===== config.mk =====
export PLATFORM = sky130hd
export DESIGN_NAME = id_ex_stage_reg
export DESIGN_NICKNAME = d
export VERILOG_FILES = /design/src/rtl/id_ex_stage_reg.sv
export SDC_FILE = /design/constraint.sdc
export NUM_CORES = 1
export LEC_CHECK = 0
export CORE_MARGIN = 8
export CORE_UTILIZATION = 37
export CTS_BUF_LIST = sky130_fd_sc_hd__clkbuf_2
export CTS_CLUSTER_SIZE = 25
export DETAILED_ROUTE_END_ITERATION = 12
export MAX_ROUTING_LAYER = met4
export PLACE_DENSITY = 0.92
export SKIP_CTS_REPAIR_TIMING = 1
export SYNTH_ARGS = -nofsm -noshare
export SYNTH_HDL_FRONTEND = slang
export SYNTH_SLANG_ARGS = --single-unit

===== constraint.sdc =====
create_clock -name Clk -period 2 [get_ports Clk]
set_input_delay 0.3 -clock Clk [delete_from_list [all_inputs] [get_ports Clk]]
set_output_delay 0.3 -clock Clk [all_outputs]
set_load 0.01 [all_outputs]

===== src/rtl/id_ex_stage_reg.sv =====
// ID/EX pipeline register with load-use hazard detection and flush handling.
// A load in EX whose destination matches a source of the decode instruction
// raises Stall for one cycle and a bubble is inserted into EX instead.
// Optional macro ID_EX_PC_TRACE_EN adds a traced PC field (ID_PC/EX_PC)
// and a saturating BubbleCount of stall/flush bubbles.
module id_ex_stage_reg #(
  parameter int          DATA_W     = 32,
  parameter int          REG_AW     = 5,
  parameter logic [3:0]  BUBBLE_SEL = 4'd10
) (
  input  logic              Clk,
  input  logic              Rst,
  input  logic              Flush,
  input  logic              ID_RegDst,
  input  logic              ID_ALUSrc0,
  input  logic [1:0]        ID_ALUSrc1,
  input  logic              ID_R_Enable,
  input  logic              ID_W_Enable,
  input  logic              ID_MemToReg,
  input  logic              ID_RegWrite,
  input  logic [1:0]        ID_R_Width,
  input  logic [1:0]        ID_W_Width,
  input  logic [3:0]        ID_InstrSel,
  input  logic [DATA_W-1:0] ID_ReadData1,
  input  logic [DATA_W-1:0] ID_ReadData2,
  input  logic [DATA_W-1:0] ID_Imm,
  input  logic [DATA_W-1:0] ID_PCPlus4,
  input  logic [REG_AW-1:0] ID_Rs,
  input  logic [REG_AW-1:0] ID_Rt,
  input  logic [REG_AW-1:0] ID_Rd,
  input  logic              ID_UsesRt,
`ifdef ID_EX_PC_TRACE_EN
  input  logic [31:0]       ID_PC,
  output logic [31:0]       EX_PC,
  output logic [31:0]       BubbleCount,
`endif
  output logic              EX_RegDst,
  output logic              EX_ALUSrc0,
  output logic [1:0]        EX_ALUSrc1,
  output logic              EX_R_Enable,
  output logic              EX_W_Enable,
  output logic              EX_MemToReg,
  output logic              EX_RegWrite,
  output logic [1:0]        EX_R_Width,
  output logic [1:0]        EX_W_Width,
  output logic [3:0]        EX_InstrSel,
  output logic [DATA_W-1:0] EX_ReadData1,
  output logic [DATA_W-1:0] EX_ReadData2,
  output logic [DATA_W-1:0] EX_Imm,
  output logic [DATA_W-1:0] EX_PCPlus4,
  output logic [REG_AW-1:0] EX_Rs,
  output logic [REG_AW-1:0] EX_Rt,
  output logic [REG_AW-1:0] EX_Rd,
  output logic              EX_Valid,
  output logic              Stall
);

  logic              r_regDst;
  logic              r_aluSrc0;
  logic [1:0]        r_aluSrc1;
  logic              r_rEnable;
  logic              r_wEnable;
  logic              r_memToReg;
  logic              r_regWrite;
  logic [1:0]        r_rWidth;
  logic [1:0]        r_wWidth;
  logic [3:0]        r_instrSel;
  logic [DATA_W-1:0] r_readData1;
  logic [DATA_W-1:0] r_readData2;
  logic [DATA_W-1:0] r_imm;
  logic [DATA_W-1:0] r_pcPlus4;
  logic [REG_AW-1:0] r_rs;
  logic [REG_AW-1:0] r_rt;
  logic [REG_AW-1:0] r_rd;
  logic              r_valid;
`ifdef ID_EX_PC_TRACE_EN
  logic [31:0]       r_pc;
  logic [31:0]       r_bubbleCount;
`endif

  logic w_stall;
  logic w_bubble;

  // Load-use detection: a live load in EX writing a non-zero register that
  // the decode instruction reads. A flush discards the decode instruction,
  // so there is nothing to hold.
  assign w_stall = ~Flush & r_valid & r_rEnable & (r_rt != '0) &
                   ((r_rt == ID_Rs) | (ID_UsesRt & (r_rt == ID_Rt)));

  assign w_bubble = Flush | w_stall;

  // Pipeline register: reset or bubble clears the slot, otherwise capture ID.
  always_ff @(posedge Clk) begin
    if (Rst || w_bubble) begin
      r_regDst    <= 1'b0;
      r_aluSrc0   <= 1'b0;
      r_aluSrc1   <= 2'd0;
      r_rEnable   <= 1'b0;
      r_wEnable   <= 1'b0;
      r_memToReg  <= 1'b0;
      r_regWrite  <= 1'b0;
      r_rWidth    <= 2'd0;
      r_wWidth    <= 2'd0;
      r_instrSel  <= BUBBLE_SEL;
      r_readData1 <= '0;
      r_readData2 <= '0;
      r_imm       <= '0;
      r_pcPlus4   <= '0;
      r_rs        <= '0;
      r_rt        <= '0;
      r_rd        <= '0;
      r_valid     <= 1'b0;
`ifdef ID_EX_PC_TRACE_EN
      r_pc        <= 32'd0;
`endif
    end else begin
      r_regDst    <= ID_RegDst;
      r_aluSrc0   <= ID_ALUSrc0;
      r_aluSrc1   <= ID_ALUSrc1;
      r_rEnable   <= ID_R_Enable;
      r_wEnable   <= ID_W_Enable;
      r_memToReg  <= ID_MemToReg;
      r_regWrite  <= ID_RegWrite;
      r_rWidth    <= ID_R_Width;
      r_wWidth    <= ID_W_Width;
      r_instrSel  <= ID_InstrSel;
      r_readData1 <= ID_ReadData1;
      r_readData2 <= ID_ReadData2;
      r_imm       <= ID_Imm;
      r_pcPlus4   <= ID_PCPlus4;
      r_rs        <= ID_Rs;
      r_rt        <= ID_Rt;
      r_rd        <= ID_Rd;
      r_valid     <= 1'b1;
`ifdef ID_EX_PC_TRACE_EN
      r_pc        <= ID_PC;
`endif
    end
  end

`ifdef ID_EX_PC_TRACE_EN
  // Count bubbles inserted for stall or flush, saturating at all-ones.
  always_ff @(posedge Clk) begin
    if (Rst) begin
      r_bubbleCount <= 32'd0;
    end else if (w_bubble && (r_bubbleCount != 32'hFFFF_FFFF)) begin
      r_bubbleCount <= r_bubbleCount + 32'd1;
    end
  end

  assign EX_PC       = r_pc;
  assign BubbleCount = r_bubbleCount;
`endif

  assign EX_RegDst    = r_regDst;
  assign EX_ALUSrc0   = r_aluSrc0;
  assign EX_ALUSrc1   = r_aluSrc1;
  assign EX_R_Enable  = r_rEnable;
  assign EX_W_Enable  = r_wEnable;
  assign EX_MemToReg  = r_memToReg;
  assign EX_RegWrite  = r_regWrite;
  assign EX_R_Width   = r_rWidth;
  assign EX_W_Width   = r_wWidth;
  assign EX_InstrSel  = r_instrSel;
  assign EX_ReadData1 = r_readData1;
  assign EX_ReadData2 = r_readData2;
  assign EX_Imm       = r_imm;
  assign EX_PCPlus4   = r_pcPlus4;
  assign EX_Rs        = r_rs;
  assign EX_Rt        = r_rt;
  assign EX_Rd        = r_rd;
  assign EX_Valid     = r_valid;
  assign Stall        = w_stall;

endmodule


# Yosys cells after proc, flatten, opt, wreduce, memory -nomap -nowiden
# Index checks and enable logic that the tools add are counted.
# totals
input_bits	163
reg_bits	160
out_inout_bits	161
word_cells	31
# classes
mux	1
n_eq_ne	2
bitwise_logic	8
n_reduce_logical	2
# op_table
op	n
5-bit equality test	2
1-bit bitwise AND	5
5-bit nonzero test	1
1-bit bitwise OR	2
1-bit logical OR	1
1-bit two-way mux	1
1-bit inverter	1

# Depth between registers and ports, before layout
# Gate-level depths: netlist (run 1).
# depth
word_depth	8
depth_mapped	6
ltp_nobuf	4

# Least setup slack after synthesis (run 1)
# Ideal clock, no wire load.
# synth_timing
path_type	register to output
from	reg r_rt[1] (netlist: EX_Rt[1])
to	out Stall
arrival_time_ns	1.294
required_time_ns	1.700
path_slack_ns	0.406
path_stages_with_launch	6
n_path_buf	1
cell_sequence	dfxtp_1 > xnor2_1 > nand4_1 > o22a_1 > buf_2 > nor2_1
# synth_via
elab_chain_len	4
elab_cells_between_ends	7
cone_classes	2 x eq/ne; 4 x bitwise; 1 x reduce/logical
# synth_lines
item	line_no	rtl
start: declaration	73	logic [REG_AW-1:0] r_rt;
start signal: assignment	132	r_rt <= ID_Rt;
5-bit equality test	88	((r_rt == ID_Rs) | (ID_UsesRt & (r_rt == ID_Rt)));
1-bit bitwise AND	88	
1-bit bitwise OR	88	
1-bit bitwise AND (*)	87	assign w_stall = ~Flush & r_valid & r_rEnable & (r_rt != '0) &
end: declaration	55	output logic Stall
# Mark *: on every way between the ends. The rest lies on a longest branch, timed or not.

# Worst setup path in the final report (run 1)
# layout_timing
from	reg r_rt[2] (netlist: EX_Rt[2])
to	out Stall
# The elaborated chain is that of the path after synthesis.

==> key figures, run 1 <==
Outcome
  • Outcome: finished, violations left
  • Failing checks: setup timing

Critical path
  • Reg2Reg Depth: 7
  • CP endpoint: Stall
  • Critical path type: reg -> out
  • Critical path peak fanout: 4
  • Type of origin of the critical path: flop
  • Critical path arrival: between 1.5 and 2 ns
  • Reg2reg start: EX_Rt[2]
  • Worst setup startpoint: EX_Rt[2]
  • Data required, critical path: roughly 1.7 ns
  • CP endpoint kind: output port
  • R2R Setup Slk: 0.26 ns
  • Worst r2r dst: EX_ReadData2[15]

Timing
  • Fin crit period: ~2.3 ns
  • Least-Margin Pin Slew: ~0.45 ns
  • Setup TNS: -0.270 ns
  • Final slew viol count: 0
  • Period utilization: 114%
  • Final worst slack: -0.270 ns
  • Setup violations, final: 1
  • Fmax: between 400 and 500 MHz
  • RSZ-0062 raised after global routing: yes
  • Clk_skew: between 0.04 and 0.05 ns
  • Remaining max-slew budget at the tightest pin: 69.9%
  • Hold Slack: 0.0974 ns
  • Final Hold Vio Count: 0

Floorplanning
  • Chip width: between 100 and 150 um
  • Ports: 324
  • Die Ht: 133 um
  • Die area: between 15000 and 20000 sq um
  • Core area: 13200 sq um
  • Initial core utilization: 38.0%
  • Num rows: 42

Logic synthesis
  • Post-Syn Area: 5030 sq um
  • Synth warnings: 0
  • Post-synthesis sequential area ratio: 63.6%
  • Syn Inst Count: 544
  • Post-synthesis register bit count: 160
  • Syn nets: just over 700
  • Mean post-synth cell area: 9.25 sq um
  • Post-synthesis cell type count: 19

Power
  • Power Internal: between 4 and 5 mW
  • Clock power share: between 20% and 30%
  • Sw Share: 26.4%
  • Peak VDD IR: ~0.53 mV
  • Combinational Power Share: 18.7%
  • Power per Cell Area: 607 nW/um^2
  • Static leakage: 6.56 nW
  • Share of power burned in registers: between 50% and 60%
  • Net switching power: ~1.7 mW

Detailed routing
  • DRT iter0 DRCs: approximately 350
  • DR vias: 5792
  • DRC viols: 0
  • TritonRoute pass-1 iters: 5
  • DR WL/cell: ~21 um
  • DRT Wirelength: 24200 um
  • Post-route ant nets: 0
  • Vias per Instance: 5.03

Placement
  • I/O Buffers: 323
  • HPWL after DPL: 14400 um
  • GP Congestion: 0.845
  • Inst Count DP: 1028

Global route
  • First-pass GRT wire length: roughly 28000 um
  • Total grt overflow: 0
  • Vias in the first global route: 5129
  • Global-route usage over all layers: between 20% and 30%
  • Initial antenna violation count: 2
  • Largest net degree at the start of global routing: 87

Min path
  • Min-delay src: ID_ReadData2[28]
  • Worst Hold Class: in -> reg

Clocking
  • Clock latency on the worst-skew pair: 0.72 ns
  • TritonCTS clock tree: done
  • Clock buffer depth: 2
  • # H-tree levels: 4
  • Clock sink count: 160
  • Clock-pin transition on the worst setup and hold timing paths: 0.24 ns
  • CTS root buffer: clkbuf_2
  • Total CTS buffers: 17

Flow run
  • Max-cap violations: 0

Finish
  • P&R area growth vs syn: 104%
  • Share of layout cells above drive strength 1: between 10% and 20%
  • Nets: 1124
  • Final core utilization: 77.7%
  • Non-Filler Instances: 1152
==> logic make-up (layout without fill, tap and decap cells) <==
family                    Yosys count  count (layout)  share of synthesized area [%]
and+or+nand+nor                   159             159                           12.1
AOI/OAI and AO/OA                 163             163                           17.7
xor gates and xnor gates           10              10                           1.74
DFF                               160             160                           63.6
other                               0               3                              0
buffers and inverters              52             481                           4.77
==> worst max-delay path, stage by stage, from the launching register on <==
cell	delay [ns]
dfxtp_4	0.43
xnor2_2	0.18
nand4_1	0.15
o22a_1	0.25
nor2_2	0.11
buf_2	0.14
==> cell usage in the layout, fill, tap and decap left out, types with 3 or more instances in the layout <==
| cell | n |
|---|---|
| dfxtp_4 | 4 |
| clkinv_1 | 3 |
| xnor2_1 | 4 |
| o211a_1 | 10 |
| clkbuf_2 | 19 |
| dfxtp_2 | 18 |
| dlygate4sd3_1 | 89 |
| a21oi_1 | 148 |
| buf_12 | 11 |
| diode_2 | 3 |
| clkinv_2 | 3 |
| xnor2_2 | 6 |
| buf_4 | 24 |
| dlymetal6s2s_1 | 160 |
| nand2_1 | 150 |
| clkdlybuf4s50_1 | 162 |
| dfxtp_1 | 138 |
==> state kept, by name, summed over array words and instances, names as in the netlist <==
signal,flops
EX_ALUSrc0,1
EX_ALUSrc1,2
EX_Imm,32
EX_InstrSel,4
EX_MemToReg,1
EX_PCPlus4,32
EX_R_Enable,1
EX_R_Width,2
EX_Rd,5
EX_ReadData1,32
EX_ReadData2,32
EX_RegDst,1
EX_RegWrite,1
EX_Rs,5
EX_Rt,5
EX_Valid,1
EX_W_Enable,1
EX_W_Width,2
==> layout make-up <==
| cell class | count | area [sq um] |
|---|---|---|
| multi-input combinational | 332 | 1660 |
| tap | 176 | 220 |
| sequential | 160 | 3240 |
| inverter | 1 | 3.75 |
| clock buffer | 19 | 95.1 |
| timing repair buffer | 449 | 4940 |
| antenna | 3 | 7.51 |
| fill | 724 | 2960 |
| clock inverter | 12 | 119 |
==> metrics by stage <==
step	worst slack, ns	instance area [sq um]	power (mW)
2_1_floorplan	0.406	5030	3.71
4_1_cts	-0.829	8890	6.05
6_report	-0.270	10300	6.24
5_1_grt	-0.401	10300	6.50
3_3_place_gp	-0.235	8670	4.39
3_5_place_dp	-0.289	8670	4.42
==> worst min path at each step <==
stage | slack (ns) | cells after the start | endpoint
final | 0.1 | 3 | EX_ReadData2[28]
after global routing | 0.008 | 3 | EX_ReadData2[10]
after CTS | -0.02 | 3 | EX_ReadData1[30]
after detailed placement | 0.81 | 5 | EX_InstrSel[3]
after global placement | 0.81 | 5 | EX_InstrSel[3]
after floorplan | 0.41 | 2 | EX_InstrSel[1]
==> cells in the mapped netlist <==
library cell	number	share of area, %
o22ai_2	1	0.25
nand4_1	1	0.12
or2_2	1	0.12
a211oi_4	1	0.40
buf_1	2	0.15
buf_4	2	0.30
o21ai_1	2	0.20
clkbuf_1	17	1.3
buf_2	30	3.0
dfxtp_1	160	64
xnor2_1	10	1.7
o22a_1	1	0.17
nand2_1	150	11
nor2_1	5	0.37
a21oi_1	148	15
o211a_1	10	2.0
nand3_1	1	0.099
nor3_2	1	0.20
inv_2	1	0.075
==> power by group through the flow <==
stage / logic [mW] / registers (mW) / clock network, mW
final: 1.17 / 3.37 / 1.71
after detailed placement: 0.990 / 3.43 / 0
after floorplan: 0.213 / 3.49 / 0
after global routing: 1.23 / 3.38 / 1.89
after CTS: 0.996 / 3.36 / 1.69
after global placement: 0.969 / 3.42 / 0
==> metal layers <==
layer / wire length, um / vias up / global-route usage [%]
met1: 8270 / 2719 / 20.3
met2: 12800 / 361 / 36.0
met3: 2000 / 85 / 9.42
met4: 1100 / 0 / 9.21
met5: 0 / - / -
li1: - / 2627 / -
No activity file was read; power rests on OpenSTA's default activity.
==> run 2: changes to the inputs <==
Settings changed: CTS_CLUSTER_DIAMETER set to 50.
==> results of run 2 <==
Final layout, timing and power as in run 1 (identical DEF).
==> run 3: changes to the inputs <==
Clock period 2 ns to 2.2 ns, I/O delays scaled along.
==> run 3 against run 2 <==
Effect of this change:
- the run still ends with setup timing left
- sequential cell count unchanged
- critical path depth unchanged
- count of clock-buffer cells in the layout up 2
- clock power down 11%
- critical path type unchanged
- largest power group unchanged
==> key figures, run 3 (synthesized netlist as in run 1, its figures left out) <==
Detailed routing
  • DRT iter0 DRCs: 271
  • DRT Wirelength: 19100 um
  • Post-route ant nets: 0
  • DR WL/cell: 18.1 um
  • DRC viols: 0
  • Vias per Instance: 4.74
  • TritonRoute pass-1 iters: 5
  • DR vias: about 5000

Floorplanning
  • Die area: 17600 sq um
  • Ports: roughly 320
  • Core area: ~13000 sq um
  • Num rows: 42
  • Initial core utilization: between 30% and 40%
  • Die Ht: roughly 130 um
  • Chip width: around 130 um

Clocking
  • # H-tree levels: 4
  • Total CTS buffers: 17
  • Clock sink count: 160
  • Clock buffer depth: 2
  • Clock-pin transition on the worst setup and hold timing paths: approximately 0.23 ns
  • TritonCTS clock tree: done
  • CTS root buffer: clkbuf_2
  • Clock latency on the worst-skew pair: 0.71 ns

Finish
  • P&R area growth vs syn: 77.5%
  • Share of layout cells above drive strength 1: 8.66%
  • Final Cell Area: 8930 sq um
  • Most common cell after layout, fill and taps aside: clkdlybuf4s50_1
  • Footprint of the multi-input gates: roughly 1700 sq um
  • Nets: 1028
  • Non-Filler Instances: 1054
  • Most frequent cells in the layout: clkdlybuf4s50_1 (321), dfxtp_1 (155), nand2_1 (150)
  • ANT cells: 0
  • Final core utilization: 67.4%
  • Fillers: 989
  • Register area: 3220 sq um

Outcome
  • Outcome: finished, violations left
  • Failing checks: setup timing

Critical path
  • CP Buf/Inv Count: 1
  • Type of origin of the critical path: flop
  • Data required, critical path: 1.87 ns
  • CP max-delay cell: dfxtp_2
  • Critical path peak fanout: 2
  • Slowest cell delay on critical path: 0.38 ns
  • Critical path arrival: 1.88 ns
  • CP endpoint kind: output port
  • Crit path max-delay family: flip-flops
  • Critical path type: reg -> out
  • CP Cell Sequence: xnor2_1 -> nand3_2 -> o22a_1 -> nor2_1 -> buf_2

Placement
  • GP Congestion: 0.840
  • HPWL after DPL: 14000 um
  • I/O Buffers: between 300 and 400
  • Area of placed instances: between 8000 and 9000 sq um
  • Inst Count DP: approximately 1000

Min path
  • Worst Hold Class: in -> reg

Timing
  • Fin crit period: 2.21 ns
  • Setup violations, final: 1
  • Remaining max-slew budget at the tightest pin: 68.5%
  • RSZ-0062 raised after global routing: yes
  • Final slew viol count: 0
  • Clk_skew: roughly 0.028 ns
  • Period utilization: 101%
  • Least-Margin Pin Slew: 0.473 ns
  • Final worst slack: -0.0118 ns
  • Final Hold Vio Count: 0
  • Fmax: 452 MHz

Power
  • Peak VDD IR: between 0.4 and 0.5 mV
  • Power per Cell Area: 615 nW/um^2
  • Static leakage: roughly 3.6 nW

Global route
  • Total grt overflow: 0
  • First-pass GRT wire length: between 20000 and 30000 um
  • Vias in the first global route: 5202
  • Largest net degree at the start of global routing: 95
  • Global-route usage over all layers: between 20% and 30%
  • Initial antenna violation count: 0

Flow run
  • Max-cap violations: 0
## run 3: where the power goes
part           switching [mW]  internal [mW]  total (mW)  leakage, nW
Clock                    1.00          0.529        1.53        0.141
Combinational           0.344          0.563       0.908         2.12
Sequential             0.0393           3.02        3.06         1.32
## run 3: final cells by class
class | instances | share of cell area (%)
repair buffers | 353 | 40.2
flip-flops and latches | 160 | 36.0
multi-input cells | 332 | 18.8
well taps | 176 | 2.47
clock inverters | 11 | 1.30
clock buffers | 21 | 1.18
inverters | 1 | 0.0420
## run 3: metal layers
metal  up-vias  global-route usage, %  part of all wire, %
li1       2430                      -                    -
met1      2281                   20.4                   36
met2       237                   35.2                   51
met3        46                   9.05                  8.9
met4         0                   11.1                  3.8
met5         -                      -                    0
## run 3: final timing paths
check / startpoint / endpoint / slack [ns] / depth (start not counted)
hold reg to reg: EX_Valid / EX_InstrSel[3] / 0.85 / 5
hold / removal: ID_ReadData2[5] / EX_ReadData2[5] / 0.09 / 3
setup / recovery: EX_Rt[0] / Stall / -0.01 / 5
setup reg to reg: EX_Rt[0] / EX_Imm[29] / 0.42 / 8
## run 3: worst reg2reg max path: cells and delay by family, from the launching register on
kind                   cells  cell delay (ns)
flip-flops                 1             0.38
buffers and inverters      4             0.70
AND/OR/NAND/NOR            1             0.09
XOR/XNOR                   1             0.15
AO/OA/AOI/OAI              2             0.39
## run 3: per-stage QoR
step | total power, mW | hold WS (ns) | setup TNS (ns) | setup WS (ns)
after global placement | 3.97 | 0.806 | -0.162 | -0.162
after global routing | 5.75 | -0.0164 | -0.193 | -0.193
after floorplan | 3.37 | 0.438 | 0 | 0.576
final | 5.50 | 0.0940 | -0.0118 | -0.0118
after detailed placement | 3.99 | 0.815 | -0.212 | -0.212
after CTS | 5.53 | -0.00850 | -0.862 | -0.719
